<file path="src/rtl/tdm_demux_8.sv">
// Rebuilds 8 parallel channel bits from a sync-marked 1-bit TDM slot stream; optional TDM_PARITY_EN adds an even-parity 9th slot.
// Latency: y/frame_valid update on the edge that samples the final slot (1 cycle after the last bit is presented).
// Backpressure: none; input is paced by en, and alignment is held across en=0 gaps.
module tdm_demux_8 #(
    parameter logic [7:0] INIT_Y = 8'h00
) (
    input  logic       clk,
    input  logic       rst,
    input  logic       en,
    input  logic       din,
    input  logic       sync,
    output logic [7:0] y,
    output logic       frame_valid,
    output logic [2:0] slot,
    output logic       locked,
    output logic       sync_err
);

`ifdef TDM_PARITY_EN
    localparam int          SW       = 4;
    localparam int          SHW      = 8;
    localparam logic [SW-1:0] LAST_SLOT = 4'd8;
`else
    localparam int          SW       = 3;
    localparam int          SHW      = 7;
    localparam logic [SW-1:0] LAST_SLOT = 3'd7;
`endif

    typedef enum logic {HUNT = 1'b0, RUN = 1'b1} state_t;

    state_t          state_q, state_d;
    logic [SW-1:0]   slot_q, slot_d;
    logic [SHW-1:0]  shadow_q, shadow_d;
    logic [7:0]      y_d;
    logic            frame_valid_d;
    logic            sync_err_d;

    always_comb begin
        state_d       = state_q;
        slot_d        = slot_q;
        shadow_d      = shadow_q;
        y_d           = y;
        frame_valid_d = 1'b0;
        sync_err_d    = 1'b0;
        if (en) begin
            if (state_q == HUNT) begin
                if (sync) begin
                    shadow_d[0] = din;
                    slot_d      = SW'(1);
                    state_d     = RUN;
                end
            end else if (sync) begin
                // An early sync drops the partial frame and restarts at slot 0.
                sync_err_d  = (slot_q != '0);
                shadow_d[0] = din;
                slot_d      = SW'(1);
            end else if (slot_q == '0) begin
                sync_err_d = 1'b1;
                state_d    = HUNT;
            end else if (slot_q == LAST_SLOT) begin
                slot_d = '0;
`ifdef TDM_PARITY_EN
                if ((^shadow_q ^ din) == 1'b0) begin
                    y_d           = shadow_q;
                    frame_valid_d = 1'b1;
                end else begin
                    sync_err_d = 1'b1;
                end
`else
                y_d           = {din, shadow_q[6:0]};
                frame_valid_d = 1'b1;
`endif
            end else begin
                shadow_d[slot_q[2:0]] = din;
                slot_d                = slot_q + 1'b1;
            end
        end
    end

    always_ff @(posedge clk or posedge rst) begin
        if (rst) begin
            state_q     <= HUNT;
            slot_q      <= '0;
            shadow_q    <= '0;
            y           <= INIT_Y;
            frame_valid <= 1'b0;
            sync_err    <= 1'b0;
        end else begin
            state_q     <= state_d;
            slot_q      <= slot_d;
            shadow_q    <= shadow_d;
            y           <= y_d;
            frame_valid <= frame_valid_d;
            sync_err    <= sync_err_d;
        end
    end

    assign slot   = slot_q[2:0];
    assign locked = (state_q == RUN);

endmodule

</file>
<file path="config.mk">
export PLATFORM = sky130hd
export DESIGN_NAME = tdm_demux_8
export DESIGN_NICKNAME = d
export VERILOG_FILES = /design/src/rtl/tdm_demux_8.sv
export SDC_FILE = /design/constraint.sdc
export NUM_CORES = 1
export LEC_CHECK = 0
export CELL_PAD_IN_SITES_DETAIL_PLACEMENT = 0
export CELL_PAD_IN_SITES_GLOBAL_PLACEMENT = 1
export CORE_MARGIN = 2
export CORE_UTILIZATION = 36
export DETAILED_ROUTE_END_ITERATION = 8
export PLACE_DENSITY = 0.81
export SYNTH_ARGS = -nofsm -noshare
export SYNTH_HDL_FRONTEND = slang
export SYNTH_SLANG_ARGS = --single-unit
</file>
<file path="constraint.sdc">
create_clock -name clk -period 1.5 [get_ports clk]
set_input_delay 0.225 -clock clk [delete_from_list [all_inputs] [get_ports clk]]
set_output_delay 0.225 -clock clk [all_outputs]
set_load 0.05 [all_outputs]
</file>
==> summary.md <==
| Metric | Value |
|---|---|
| Status | complete, but fails checks |
| Violations in the final reports | setup timing |
| Skew-Pair Late Insertion Delay | 0.30 ns |
| Final nets | 129 |
| Data required time of the worst path | 1.70 ns |
| Slew @ Worst Pin | 0.291 ns |
| Layout area overhead | 57.1% |
| Largest net degree at the start of global routing | 22 |
| Data arrival time of the critical path | 1.81 ns |
| Seq cells post-synth | 21 |
| Starting Density | 37.2% |
| Reg clk slew, reported paths | 0.12 ns |
| Sequential power share | 31.8% |
| Pleak | 0.771 nW |
| Number of global-route vias before repair | 772 |
| TritonRoute pass-1 iters | 4 |
| Worst Hold Class | primary input to asynchronous set/reset pin |
| Row count | 19 |
| VDD IR max | 0.00107 V |
| Worst path max stage delay | 0.53 ns |
| Most frequent cells in the layout | buf_4 (30), dfrtp_1 (17), mux2_4 (13) |
| Tmin final | 1.61 ns |
| Sw Ratio | 39.3% |
| DP Wirelength | 1560 um |
| ANT cells | 0 |
| Cts bufs inserted | 3 |
| DIE AREA | 0.00321 mm^2 |
| CTS tree | yes |
| Clock Skews | 0.00689 ns |
| Width of the die | 56.7 um |
| Final hold violations | 0 |
| Vias per cell | 5.11 |
| Switch Pwr | 1.12 mW |
| Startpoint types | flip-flop |
| RSZ-0062 raised after global routing | true |
| Max Freq | 622 MHz |
| PD cells | 1820 mW/mm^2 |
| Logic pwr share | 58.8% |
| Synth Instances | 78 |
| # DRC | 0 |
| Commonest non-fill, non-tap cell in the layout | buf_4 |
| Max Slew Vio Count | 0 |
| Yosys warns | 0 |
| Worst Path Max Fanout | 8 |
| Sequential fraction of the synthesis area | 52.6% |
| Sum of negative setup slack | -1.37 ns |
| Post-Synthesis Cell Area | 1000 um^2 |
| Most numerous cell on the critical path | ha_4 |
| ANT nets after route | 0 |
| First-pass GRT wire length | 3590 um |
| TritonCTS sink count | 21 |
| Final wirelength | 2150 um |
| Initial antenna violation count | 0 |
| Fin Hold WS | 0.241 ns |
| Slew headroom | 80.5% |
| Slowest stage cell, crit path | dfrtp_4 |
| Max-cap violations | 0 |
| CP Cell Sequence | inv_4 > ha_4 > nand2b_4 > ha_4 > nand4_4 > mux2_4 |
| Clock Path Buffers | 2 |
| Via count | 761 |
| Routability Congestion | 0.847 |
| Number of DRC markers in iteration 0 | 7 |
| Synth Net Count | 88 |
| DR WL/cell | 14.5 um |
| Core ar. | 0.00269 mm^2 |
| Worst setup margin | -0.109 ns |
| I/O Buffers | 18 |
| GRT Overall Usage | 14.9% |
| Avg Inst Size Synth | 12.8 um^2 |
| Layout cells sized above 1 | 62.7% |
| Period utilization | 107% |
| Root buffer cell | clkbuf_4 |
| RR Startpoint | slot[0] |
| Setup Viol. Count Final | 16 |
| Worst reg2reg endpoint | y[3] |
| P_int | 1.73 mW |
| I/O pin cnt | 19 |
| Unique cell type count in the Yosys netlist | 29 |
| Crit. End Element | flip-flop |
| Grt ovf | 0 |
| H-tree depth | 1 |
| Reg2Reg Setup Slack | -0.11 ns |
| Die height | 56.7 um |
| Worst setup path class | flip-flop to flip-flop |
| Clk pwr share | 9.5% |
| R2R cell count | 6 |
[final cells by class]
cell class	instances	area, um^2
clock buffers	3	22.5
clock inverters	1	5.00
fillers	220	1120
inverters	5	23.8
multi-input cells	50	599
flip-flops and latches	21	536
well taps	31	38.8
repair buffers	38	345
[stage by stage]
stage / power (mW) / setup slack [ns] / area [um^2] / utilization, % / cells
final: 2.85 / -0.109 / 1570 / 58.5 / 149
after global routing: 3.02 / -0.175 / 1570 / 58.5 / 149
after CTS: 2.74 / -0.114 / 1530 / 56.8 / 147
after detailed placement: 2.34 / -0.226 / 1420 / 53.0 / 142
after global placement: 2.31 / -0.200 / 1420 / 53.0 / 142
after floorplan: 1.70 / -0.179 / 1070 / - / 78
[how the worst max path moves through the flow]
stage | start | slack (ns) | endpoint | depth (start not counted)
finish | slot[0] | -0.11 | y[3] | 6
global route | slot[0] | -0.18 | y[0] | 6
CTS | slot[1] | -0.11 | y[3] | 6
detailed placement | en | -0.23 | shadow_q[6] | 5
global placement | sync | -0.20 | y[5] | 5
floorplan | slot[0] | -0.18 | y[0] | 6
[Yosys cell counts]
master	number	area [um^2]
nand2b_1	2	12.5
buf_2	1	5.00
a21oi_1	1	5.00
nor3b_2	1	12.5
nand3_1	4	20.0
nor3b_1	1	7.51
a22oi_1	1	7.51
ha_1	5	62.6
nor2_1	1	3.75
o22ai_1	1	6.26
nand2_1	3	11.3
a32o_1	1	10.0
and2_1	1	6.26
nor4b_1	1	8.76
o21ai_0	1	5.00
nor2b_1	1	6.26
nand4_1	2	12.5
inv_2	1	3.75
a22o_1	2	17.5
mux2_2	12	135
mux2_1	3	33.8
a21o_1	1	7.51
nand4_2	1	12.5
inv_1	4	15.0
nor3_1	1	5.00
buf_4	1	7.51
dfrtp_1	21	526
and3_1	2	12.5
nor4_4	1	21.3
[logic make-up (layout without fill, tap and decap cells)]
family,count (synthesis),after routing,share of synthesized area (%)
and+or+nand+nor,22,22,15.3
DFF,21,21,52.6
buffers and inverters,7,47,3.13
adders and majority gates,5,5,6.26
muxes,15,15,16.9
AOI/OAI and AO/OA,8,8,5.88
[worst max-delay path, delay by kind of cell (launching register included)]
family                   cells  cell delay, ns
adder cells (fa/ha/maj)      2            0.33
buffers and inverters        1            0.07
flip-flops                   1            0.53
multiplexers                 1            0.32
AND/OR/NAND/NOR              2            0.25
[power by group through the flow]
stage                     sequential (mW)  clock, mW  combinational, mW
after floorplan                      1.19          0              0.517
after global placement              0.905          0               1.40
after detailed placement            0.909          0               1.43
after CTS                           0.901      0.278               1.56
after global routing                0.931      0.301               1.79
final                               0.905      0.270               1.68
[sequential cells by signal (all words and copies together), names as in the netlist]
register,cells
sync_err,1
frame_valid,1
y,8
slot,3
locked,1
shadow_q,7
[metal layers]
layer  global-route usage [%]  share of wire [%]  up-vias
met4                     9.18                3.2        0
met3                     3.00                3.2        7
met2                     23.1                 50       15
li1                         -                  -      362
met1                     19.0                 44      377
met5                        0                  0        -
[repair_timing]
| action | in CTS | in global routing |
|---|---|---|
| gates resized for setup | 14 | 8 |
| hold buffers | 0 | 0 |
| buffers inserted | 1 | 2 |
| pin swaps | 2 | 7 |
| endpoints found under the hold margin | 0 | 0 |
| endpoints found under the setup margin | 15 | 19 |
Power figures use the tool's default switching activity.
